==> config.mk <==
export PLATFORM = sky130hd
export DESIGN_NAME = vram_arbiter_flat
export DESIGN_NICKNAME = d
export VERILOG_FILES = /design/src/rtl/vram_arbiter_if.sv /design/src/rtl/vram_arbiter.sv /design/src/flat_wrapper.sv
export SDC_FILE = /design/constraint.sdc
export NUM_CORES = 1
export LEC_CHECK = 0
export CORE_UTILIZATION = 45
export CTS_CLUSTER_DIAMETER = 120
export DETAILED_ROUTE_END_ITERATION = 16
export PLACE_DENSITY = 0.82
export RECOVER_POWER = 25
export SLEW_MARGIN = 0
export SYNTH_ARGS = -nofsm -noshare
export SYNTH_HDL_FRONTEND = slang
export SYNTH_SLANG_ARGS = --single-unit
==> constraint.sdc <==
create_clock -name clk -period 4 [get_ports clk]
set_input_delay 1 -clock clk [delete_from_list [all_inputs] [get_ports clk]]
set_output_delay 1 -clock clk [all_outputs]
set_load 0.005 [all_outputs]
==> src/rtl/vram_arbiter_if.sv <==
// Bundle of the CPU, video and RAM-side signals of the video RAM arbiter.
// The slave modport is the arbiter; the master modport is its environment.
interface vram_arbiter_if #(
  parameter int unsigned ADDR_W = 11,
  parameter int unsigned DATA_W = 8
);
  logic              cpuReq;
  logic              cpuWe;
  logic [ADDR_W-1:0] cpuAddr;
  logic [DATA_W-1:0] cpuWdata;
  logic [DATA_W-1:0] cpuRdata;
  logic              cpuAck;
  logic              cpuWait;

  logic              vidReq;
  logic [ADDR_W-1:0] vidAddr;
  logic [DATA_W-1:0] vidRdata;
  logic              vidAck;

  logic              ramCs;
  logic              ramWe;
  logic [ADDR_W-1:0] ramAddr;
  logic [DATA_W-1:0] ramWdata;
  logic [DATA_W-1:0] ramRdata;

  modport slave (
    input  cpuReq, cpuWe, cpuAddr, cpuWdata,
    output cpuRdata, cpuAck, cpuWait,
    input  vidReq, vidAddr,
    output vidRdata, vidAck,
    output ramCs, ramWe, ramAddr, ramWdata,
    input  ramRdata
  );

  modport master (
    output cpuReq, cpuWe, cpuAddr, cpuWdata,
    input  cpuRdata, cpuAck, cpuWait,
    output vidReq, vidAddr,
    input  vidRdata, vidAck,
    input  ramCs, ramWe, ramAddr, ramWdata,
    output ramRdata
  );
endinterface

==> src/rtl/vram_arbiter.sv <==
// Single-port video RAM arbiter: video fetches have priority, but the CPU is
// guaranteed a grant after STARVE_LIMIT consecutive video grants while it waits.
module vram_arbiter #(
  parameter int unsigned ADDR_W       = 11,
  parameter int unsigned DATA_W       = 8,
  parameter int unsigned STARVE_LIMIT = 3
) (
  input  logic           clk,
  input  logic           reset,
  vram_arbiter_if.slave  bus
);

  localparam int unsigned SKIP_W = 4;
  localparam logic [SKIP_W-1:0] SKIP_MAX = SKIP_W'(STARVE_LIMIT);

  localparam logic [1:0] S_IDLE    = 2'd0;
  localparam logic [1:0] S_ACCESS  = 2'd1;
  localparam logic [1:0] S_CAPTURE = 2'd2;
  localparam logic [1:0] S_ACK     = 2'd3;

  localparam logic OWN_VID = 1'b0;
  localparam logic OWN_CPU = 1'b1;

  logic [1:0]        state_q,     state_d;
  logic              owner_q,     owner_d;
  logic [SKIP_W-1:0] skip_q,      skip_d;
  logic              ram_cs_q,    ram_cs_d;
  logic              ram_we_q,    ram_we_d;
  logic [ADDR_W-1:0] ram_addr_q,  ram_addr_d;
  logic [DATA_W-1:0] ram_wdata_q, ram_wdata_d;
  logic              cpu_ack_q,   cpu_ack_d;
  logic              vid_ack_q,   vid_ack_d;
  logic [DATA_W-1:0] cpu_rdata_q, cpu_rdata_d;
  logic [DATA_W-1:0] vid_rdata_q, vid_rdata_d;

  logic cpu_win_c;

  // CPU wins when video is idle or when video has starved it long enough
  assign cpu_win_c = bus.cpuReq && (!bus.vidReq || (skip_q == SKIP_MAX));

  always_comb begin
    state_d     = state_q;
    owner_d     = owner_q;
    skip_d      = skip_q;
    ram_cs_d    = 1'b0;
    ram_we_d    = 1'b0;
    ram_addr_d  = ram_addr_q;
    ram_wdata_d = ram_wdata_q;
    cpu_ack_d   = 1'b0;
    vid_ack_d   = 1'b0;
    cpu_rdata_d = cpu_rdata_q;
    vid_rdata_d = vid_rdata_q;

    case (state_q)
      S_IDLE: begin
        if (cpu_win_c) begin
          owner_d     = OWN_CPU;
          ram_cs_d    = 1'b1;
          ram_we_d    = bus.cpuWe;
          ram_addr_d  = bus.cpuAddr;
          ram_wdata_d = bus.cpuWdata;
          skip_d      = '0;
          state_d     = S_ACCESS;
        end else if (bus.vidReq) begin
          owner_d    = OWN_VID;
          ram_cs_d   = 1'b1;
          ram_we_d   = 1'b0;
          ram_addr_d = bus.vidAddr;
          if (bus.cpuReq && (skip_q != SKIP_MAX)) begin
            skip_d = skip_q + SKIP_W'(1);
          end
          state_d    = S_ACCESS;
        end
      end

      // Writes complete without a capture cycle
      S_ACCESS: begin
        if (ram_we_q) begin
          cpu_ack_d = (owner_q == OWN_CPU);
          vid_ack_d = (owner_q == OWN_VID);
          state_d   = S_ACK;
        end else begin
          state_d   = S_CAPTURE;
        end
      end

      S_CAPTURE: begin
        if (owner_q == OWN_CPU) begin
          cpu_rdata_d = bus.ramRdata;
          cpu_ack_d   = 1'b1;
        end else begin
          vid_rdata_d = bus.ramRdata;
          vid_ack_d   = 1'b1;
        end
        state_d = S_ACK;
      end

      S_ACK: begin
        state_d = S_IDLE;
      end

      default: begin
        state_d = S_IDLE;
      end
    endcase
  end

  always_ff @(posedge clk or posedge reset) begin
    if (reset) begin
      state_q     <= S_IDLE;
      owner_q     <= OWN_VID;
      skip_q      <= '0;
      ram_cs_q    <= 1'b0;
      ram_we_q    <= 1'b0;
      ram_addr_q  <= '0;
      ram_wdata_q <= '0;
      cpu_ack_q   <= 1'b0;
      vid_ack_q   <= 1'b0;
      cpu_rdata_q <= '0;
      vid_rdata_q <= '0;
    end else begin
      state_q     <= state_d;
      owner_q     <= owner_d;
      skip_q      <= skip_d;
      ram_cs_q    <= ram_cs_d;
      ram_we_q    <= ram_we_d;
      ram_addr_q  <= ram_addr_d;
      ram_wdata_q <= ram_wdata_d;
      cpu_ack_q   <= cpu_ack_d;
      vid_ack_q   <= vid_ack_d;
      cpu_rdata_q <= cpu_rdata_d;
      vid_rdata_q <= vid_rdata_d;
    end
  end

  assign bus.ramCs    = ram_cs_q;
  assign bus.ramWe    = ram_we_q;
  assign bus.ramAddr  = ram_addr_q;
  assign bus.ramWdata = ram_wdata_q;
  assign bus.cpuAck   = cpu_ack_q;
  assign bus.vidAck   = vid_ack_q;
  assign bus.cpuRdata = cpu_rdata_q;
  assign bus.vidRdata = vid_rdata_q;
  assign bus.cpuWait  = bus.cpuReq & ~cpu_ack_q;

endmodule

==> src/flat_wrapper.sv <==
// flat-port wrapper written by rule: the top's interface ports become plain ports
module vram_arbiter_flat 
#(
  parameter int unsigned ADDR_W       = 11,
  parameter int unsigned DATA_W       = 8,
  parameter int unsigned STARVE_LIMIT = 3
)
  (clk, reset, bus_cpuReq, bus_cpuWe, bus_cpuAddr, bus_cpuWdata, bus_cpuRdata, bus_cpuAck, bus_cpuWait, bus_vidReq, bus_vidAddr, bus_vidRdata, bus_vidAck, bus_ramCs, bus_ramWe, bus_ramAddr, bus_ramWdata, bus_ramRdata);
  vram_arbiter_if #(.ADDR_W(ADDR_W), .DATA_W(DATA_W)) bus_i ();
  input  logic clk;
  input  logic reset;
  input wire logic [$bits(bus_i.cpuReq)-1:0] bus_cpuReq;
  input wire logic [$bits(bus_i.cpuWe)-1:0] bus_cpuWe;
  input wire logic [$bits(bus_i.cpuAddr)-1:0] bus_cpuAddr;
  input wire logic [$bits(bus_i.cpuWdata)-1:0] bus_cpuWdata;
  output wire logic [$bits(bus_i.cpuRdata)-1:0] bus_cpuRdata;
  output wire logic [$bits(bus_i.cpuAck)-1:0] bus_cpuAck;
  output wire logic [$bits(bus_i.cpuWait)-1:0] bus_cpuWait;
  input wire logic [$bits(bus_i.vidReq)-1:0] bus_vidReq;
  input wire logic [$bits(bus_i.vidAddr)-1:0] bus_vidAddr;
  output wire logic [$bits(bus_i.vidRdata)-1:0] bus_vidRdata;
  output wire logic [$bits(bus_i.vidAck)-1:0] bus_vidAck;
  output wire logic [$bits(bus_i.ramCs)-1:0] bus_ramCs;
  output wire logic [$bits(bus_i.ramWe)-1:0] bus_ramWe;
  output wire logic [$bits(bus_i.ramAddr)-1:0] bus_ramAddr;
  output wire logic [$bits(bus_i.ramWdata)-1:0] bus_ramWdata;
  input wire logic [$bits(bus_i.ramRdata)-1:0] bus_ramRdata;
  assign bus_i.cpuReq = bus_cpuReq;
  assign bus_i.cpuWe = bus_cpuWe;
  assign bus_i.cpuAddr = bus_cpuAddr;
  assign bus_i.cpuWdata = bus_cpuWdata;
  assign bus_cpuRdata = bus_i.cpuRdata;
  assign bus_cpuAck = bus_i.cpuAck;
  assign bus_cpuWait = bus_i.cpuWait;
  assign bus_i.vidReq = bus_vidReq;
  assign bus_i.vidAddr = bus_vidAddr;
  assign bus_vidRdata = bus_i.vidRdata;
  assign bus_vidAck = bus_i.vidAck;
  assign bus_ramCs = bus_i.ramCs;
  assign bus_ramWe = bus_i.ramWe;
  assign bus_ramAddr = bus_i.ramAddr;
  assign bus_ramWdata = bus_i.ramWdata;
  assign bus_i.ramRdata = bus_ramRdata;
  vram_arbiter #(.ADDR_W(ADDR_W), .DATA_W(DATA_W), .STARVE_LIMIT(STARVE_LIMIT)) u_core (.clk(clk), .reset(reset), .bus(bus_i));
endmodule
==> summary.md, run 1 <==
| Metric | Value |
|---|---|
| Status | finished with violations |
| Failing checks | capacitance limit, slew limit |
| Netlist cell types | 28 |
| CTS H-tree depth | 2 |
| CP startpoint | bus_cpuReq |
| Number of CTS-inserted buffers | 5 |
| Final TNS setup | 0 ps |
| HP Class | flip-flop to flip-flop |
| Cells after Synth | 167 |
| Vias per cell | 5.19 |
| Stages on the worst setup path | 3 |
| Peak supply drop | 0.392 mV |
| Min Hold Slack | 482 ps |
| I/O pin total | 83 |
| Max Slew Vio Count | 47 |
| Vias | 1,557 |
| Normalized max-slew margin | -12.2% |
| Final Skew | 6.21 ps |
| Top routing layer in use | met4 |
| All-Layer GR Usage | 20.4% |
| Die area | 4700 um2 |
| Cell family with most CP delay | buffers and inverters |
| Post-CTS sizing | 0 |
| Crit path buf inv count | 2 |
| CP peak stage delay | 580 ps |
| Area Overhead vs Synth | 48.6% |
| Hold Startpoint | u_core.owner_q |
| Largest net degree at the start of global routing | 47 |
| Reg2Reg Depth | 5 |
| Ys Warns | 0 |
| MaxCap Viol Count | 1 |
| CTS tree | yes |
| Clk_lat worst skew | 290 ps |
| Fraction of layout cells with a size suffix above 1 | 15.2% |
| Cell depth of the worst min-delay path | 1 |
| Critical-path cell list | clkdlybuf4s50_1, nor2b_1, clkdlybuf4s50_1 |
| Clock Pin Slew Worst Setup and Hold Paths | 80 ps |
| Final Wtd Congestion | 0.805 |
| Number of DRC markers in iteration 0 | 77 |
| Die W | 68.6 um |
| Post-CTS setup buffers | 0 |
| #FFs+latches synth | 46 |
| CP max FO | 6 |
| Number of diodes | 0 |
| CTS sink cnt | 46 |
| Hold Path Sink | u_core.bus.vidAck |
| Mean post-synth cell area | 11.9 um2 |
| Worst path required time | 3000 ps |
| Global-route wire length before repair | 6.93 mm |
| Hold-fix buffers at CTS | 0 |
| Fin cells | 300 |
| Sequential fraction of the synthesis area | 57.7% |
| Crit path max-delay cell type | clkdlybuf4s50_1 |
| Initial antenna violation count | 0 |
| Max clock buf depth | 2 |
| Setup CP Type | input pin to output port |
| Drt first pass iters | 4 |
| Max Freq | 309 MHz |
| Row count | 23 |
| Core Box Area | 4120 um2 |
| Type of origin of the critical path | input pin |
| Initial Util | 48.5% |
| Setup crit end kind | output port |
| Crit Reg-Reg Endpoint | u_core.bus.ramWdata[3] |
| Final Power | 2.05 mW |
| Vias in the first global route | 1,513 |
| Wire length per cell | 14.8 um |
| Period utilization | 80.9% |
| Port bufs | 82 |
| Root Driver | clkbuf_8 |
| Cells after DPL | 293 |
| Final net count | 298 |
| Synth Net Count | 215 |
| Dpl hpwl | 3.11 mm |
| Slew @ Worst Pin | 1680 ps |
| GR Overflow Total | 0 |
| Lkg Pwr | 1.25 nW |
| Die H | 68.6 um |
| Synthesized area | 1990 um2 |
| Final hold violation count | 0 |
| Met3 wire len | 445 um |
| DRT antenna net count | 0 |
| DRC violations left | 0 |
| Power density over the cells | 690 nW/um2 |
| R2R setup slack | 1640 ps |
| Met1 WL | 1.90 mm |
| Endpoints failing setup | 0 |
| RSZ-0062 raised after global routing | false |
| Metal2 WL | 2.06 mm |
| Critical Path Most Common Cell | clkdlybuf4s50_1 |
| Crit path DAT | 2240 ps |
| Final WL | 4.45 mm |
| Min Tclk post-route | 3240 ps |
| FF-to-FF Start | u_core.state_q[0] |
where the power goes:
| group | switching [mW] | leakage, nW | internal, mW |
|---|---|---|---|
| sequential | 0.113 | 0.564 | 0.677 |
| clock | 0.144 | 0.0573 | 0.200 |
| combinational | 0.334 | 0.624 | 0.577 |
cell families (layout without fill, tap and decap cells):
kind of cell,count (synthesis),after routing,synth area share (%)
and+or+nand+nor,53,53,13.7
DFF,46,46,57.7
muxes,25,25,14.1
AOI/OAI and AO/OA,24,24,8.16
buffers and inverters,14,97,3.20
adders and majority gates,5,5,3.14
cell usage in the layout (no fill, tap or decap):
master            n
or3_1             1
nor4_1            1
nand3_1           2
and2_2            1
a21oi_1           1
or3b_1            1
a21o_2            1
and2b_2           1
o31ai_1           2
nor3b_1           2
clkdlybuf4s50_1  81
o211ai_1         11
nor2_1            3
buf_4             2
dlygate4sd3_1     1
nand2_1          26
inv_1             6
and2_0            1
nand4b_1          1
dfrtp_1          46
nor2b_1           1
a21oi_2           1
ha_1              5
a21o_1            1
bufinv_16         1
o21ai_0           7
nand4_1          11
mux2_2           25
nand4bb_1         1
clkbuf_8          6
layout make-up:
cell class                      count  area [um2]
Tap cell                           50        62.6
Clock inverter                      1        30.0
Inverter                            6        22.5
Fill cell                         293        1150
Multi-Input combinational cell    107         779
Clock buffer                        6        82.6
Sequential cell                    46        1150
Timing Repair Buffer               84         836
state kept, by name (all words and copies together), names as in the netlist:
register and count:
u_core.bus.cpuAck 1, u_core.bus.cpuRdata 8, u_core.bus.ramAddr 11, u_core.bus.ramCs 1, u_core.bus.ramWdata 8, u_core.bus.ramWe 1
u_core.bus.vidAck 1, u_core.bus.vidRdata 8, u_core.owner_q 1, u_core.skip_q 4, u_core.state_q 2
cell usage after synthesis, drive strengths merged:
library cell	number	share of area (%)
or3b	1	0.44
nor4	1	0.31
nor3b	2	0.75
mux2	25	14
nor2b	1	0.31
clkbuf	4	0.75
or3	1	0.31
o21ai	7	1.8
nand4bb	1	0.56
nand3	2	0.50
and2	2	0.69
dfrtp	46	58
inv	6	1.1
buf	4	1.3
a21o	2	0.82
nand4	11	3.5
nor2	3	0.56
nand4b	1	0.44
ha	5	3.1
o31ai	2	0.75
o211ai	11	4.1
a21oi	2	0.69
and2b	1	0.44
nand2	26	4.9
worst max-delay path by stage:
stage | slack, ps | endpoint
floorplan | 1870 | bus_cpuWait
global placement | 800 | bus_cpuWait
detailed placement | 770 | bus_cpuWait
CTS | 760 | bus_cpuWait
global route | 670 | bus_cpuWait
finish | 760 | bus_cpuWait
per-layer routing:
layer,global-route usage (%),up-vias
met5,0,-
met2,32.8,70
met4,6.51,0
met1,25.9,727
met3,6.74,6
li1,-,754
metrics by stage:
stage | util (%) | instance area (um2) | setup slack (ps)
floorplan | - | 1990 | 1870
global placement | 69.3 | 2850 | 799
detailed placement | 69.3 | 2850 | 767
CTS | 72.0 | 2960 | 763
finish | 72.0 | 2960 | 763
global route | 72.0 | 2960 | 672
No activity file was read; power rests on OpenSTA's default activity.
==> run 2: changes to the inputs <==
--- a/config.mk
+++ b/config.mk
@@ -5,10 +5,10 @@
 export SDC_FILE = /design/constraint.sdc
 export NUM_CORES = 1
 export LEC_CHECK = 0
-export CORE_UTILIZATION = 45
+export CORE_UTILIZATION = 38
 export CTS_CLUSTER_DIAMETER = 120
 export DETAILED_ROUTE_END_ITERATION = 16
-export PLACE_DENSITY = 0.82
+export PLACE_DENSITY = 0.73
 export RECOVER_POWER = 25
 export SLEW_MARGIN = 0
 export SYNTH_ARGS = -nofsm -noshare
==> constraint.sdc (replaced) <==
create_clock -name clk -period 2.85 [get_ports clk]
set_input_delay 0.7125 -clock clk [delete_from_list [all_inputs] [get_ports clk]]
set_output_delay 0.7125 -clock clk [all_outputs]
set_load 0.005 [all_outputs]
==> summary.md, run 2 (synthesis gave the netlist of run 1 again) <==
| Metric | Value |
|---|---|
| Status | completed |
| I/O pin total | 83 |
| Core Box Area | 5070 um2 |
| Vias per cell | 4.87 |
| Port bufs | 82 |
| Clk_lat worst skew | 290 ps |
| Largest net degree at the start of global routing | 47 |
| Post-CTS setup buffers | 0 |
| Largest register FFs | 11 |
| Vias | 1,582 |
| Min Tclk post-route | 2550 ps |
| Commonest cells after routing, fill and taps aside | 81 x clkdlybuf4s50_1, 46 x dfrtp_1, 26 x nand2_1, 25 x mux2_2 |
| Crit path max-delay cell type | clkdlybuf4s50_1 |
| Final hold violation count | 0 |
| DRC violations left | 0 |
| Max Freq | 392 MHz |
| Pre-CTS WS | 293 ps |
| Wire length per cell | 13.7 um |
| Period utilization | 89.5% |
| Final TNS setup | 0 ps |
| Number of DRC markers in iteration 0 | 89 |
| Final Power | 2.87 mW |
| Number of CTS-inserted buffers | 5 |
| CTS sink cnt | 46 |
| DRT antenna net count | 0 |
| Row count | 26 |
| Lkg Pwr | 1.26 nW |
| Fraction of layout cells with a size suffix above 1 | 16.9% |
| GR Overflow Total | 0 |
| Peak supply drop | 0.544 mV |
| Finished Core Util | 59.4% |
| FF-to-FF Start | u_core.state_q[1] |
| Die H | 74.4 um |
| Final Skew | 4.49 ps |
| Power density over the cells | 953 nW/um2 |
| Global-route wire length before repair | 7.11 mm |
| Dpl hpwl | 3.14 mm |
| Crit path buf inv count | 2 |
| Setup CP Type | input pin to output port |
| Commonest non-fill, non-tap cell in the layout | clkdlybuf4s50_1 |
| Max clock buf depth | 2 |
| Number of diodes | 0 |
| Reg2Reg Depth | 6 |
| Fill count | 453 |
| R2R setup slack | 780 ps |
| CP peak stage delay | 510 ps |
| RSZ-0062 raised after global routing | false |
| MaxCap Viol Count | 0 |
| Final Wtd Congestion | 0.811 |
| Post-CTS sizing | 0 |
| Critical-path cell list | clkdlybuf4s50_1, nor2b_1, clkdlybuf4s50_1 |
| Endpoints failing setup | 0 |
| Final WS setup | 299 ps |
| Vias in the first global route | 1,570 |
| Setup crit end kind | output port |
| Final net count | 302 |
| Hold-fix buffers at CTS | 0 |
| CP max FO | 2 |
| Critical Path Most Common Cell | clkdlybuf4s50_1 |
| Normalized max-slew margin | 24.8% |
| CTS tree | yes |
| Final WL | 4.44 mm |
| Crit path DAT | 1840 ps |
| Area Overhead vs Synth | 51.3% |
| Crit Reg-Reg Endpoint | u_core.bus.ramWdata[2] |
| Die area | 5540 um2 |
| CTS H-tree depth | 2 |
| Initial Util | 39.3% |
| Die W | 74.4 um |
| Cell family with most CP delay | buffers and inverters |
| HP Class | flip-flop to flip-flop |
| Drt first pass iters | 4 |
| Root Driver | clkbuf_8 |
| Hold Path Sink | u_core.bus.ramAddr[5] |
| Initial antenna violation count | 0 |
| Max Slew Vio Count | 0 |
| Worst path required time | 2140 ps |
| Cell depth of the worst min-delay path | 2 |
| Type of origin of the critical path | input pin |
| Hold Startpoint | u_core.bus.ramAddr[5] |
| Clock Pin Slew Worst Setup and Hold Paths | 90 ps |
| All-Layer GR Usage | 16.9% |
| Slew @ Worst Pin | 1130 ps |
run 2: area by class of cell:
type                       count  area (um2)  share of cell area, %
inverter                       6        22.5                  0.747
sequential                    46        1150                   38.2
tap                           70        87.6                   2.90
clock buffer                   5        68.8                   2.28
timing repair buffer          88         863                   28.6
multi-input combinational    107         779                   25.8
clock inverter                 3        43.8                   1.45
run 2: worst reg2reg max path, delay by kind of cell, from the launching register on:
kind | cells | cell delay (ps)
AOI/OAI and AO/OA | 1 | 490
DFF | 1 | 420
muxes | 1 | 400
buffers and inverters | 2 | 310
and+or+nand+nor | 1 | 200
adders and majority gates | 1 | 150
run 2: per-layer routing:
layer | wire (um) | vias up | track usage (%)
li1 | - | 767 | -
met1 | 2010 | 761 | 20.9
met2 | 2140 | 52 | 29.2
met3 | 266 | 2 | 4.61
met4 | 24 | 0 | 4.19
met5 | 0 | - | 0
run 2: worst max path at each step:
stage               start                 to  slack, ps  depth (start not counted)
2_1_floorplan       reset  u_core.bus.cpuAck       1050                          1
3_3_place_gp   bus_cpuReq        bus_cpuWait        330                          3
3_5_place_dp   bus_cpuReq        bus_cpuWait        290                          3
4_1_cts        bus_cpuReq        bus_cpuWait        290                          3
5_1_grt        bus_cpuReq        bus_cpuWait        240                          3
6_report       bus_cpuReq        bus_cpuWait        300                          3
run 2: stage by stage:
stage / cells / cell area [um2] / hold slack (ps)
after CTS: 325 / 3020 / 501
after global routing: 325 / 3020 / 537
after detailed placement: 317 / 2910 / 491
after floorplan: 167 / 1990 / 447
after global placement: 317 / 2910 / 482
final: 325 / 3020 / 510
run 2: where the power goes:
part,switching [mW],internal [mW]
clock,0.225,0.263
sequential,0.159,0.950
combinational,0.459,0.818
total,0.843,2.03
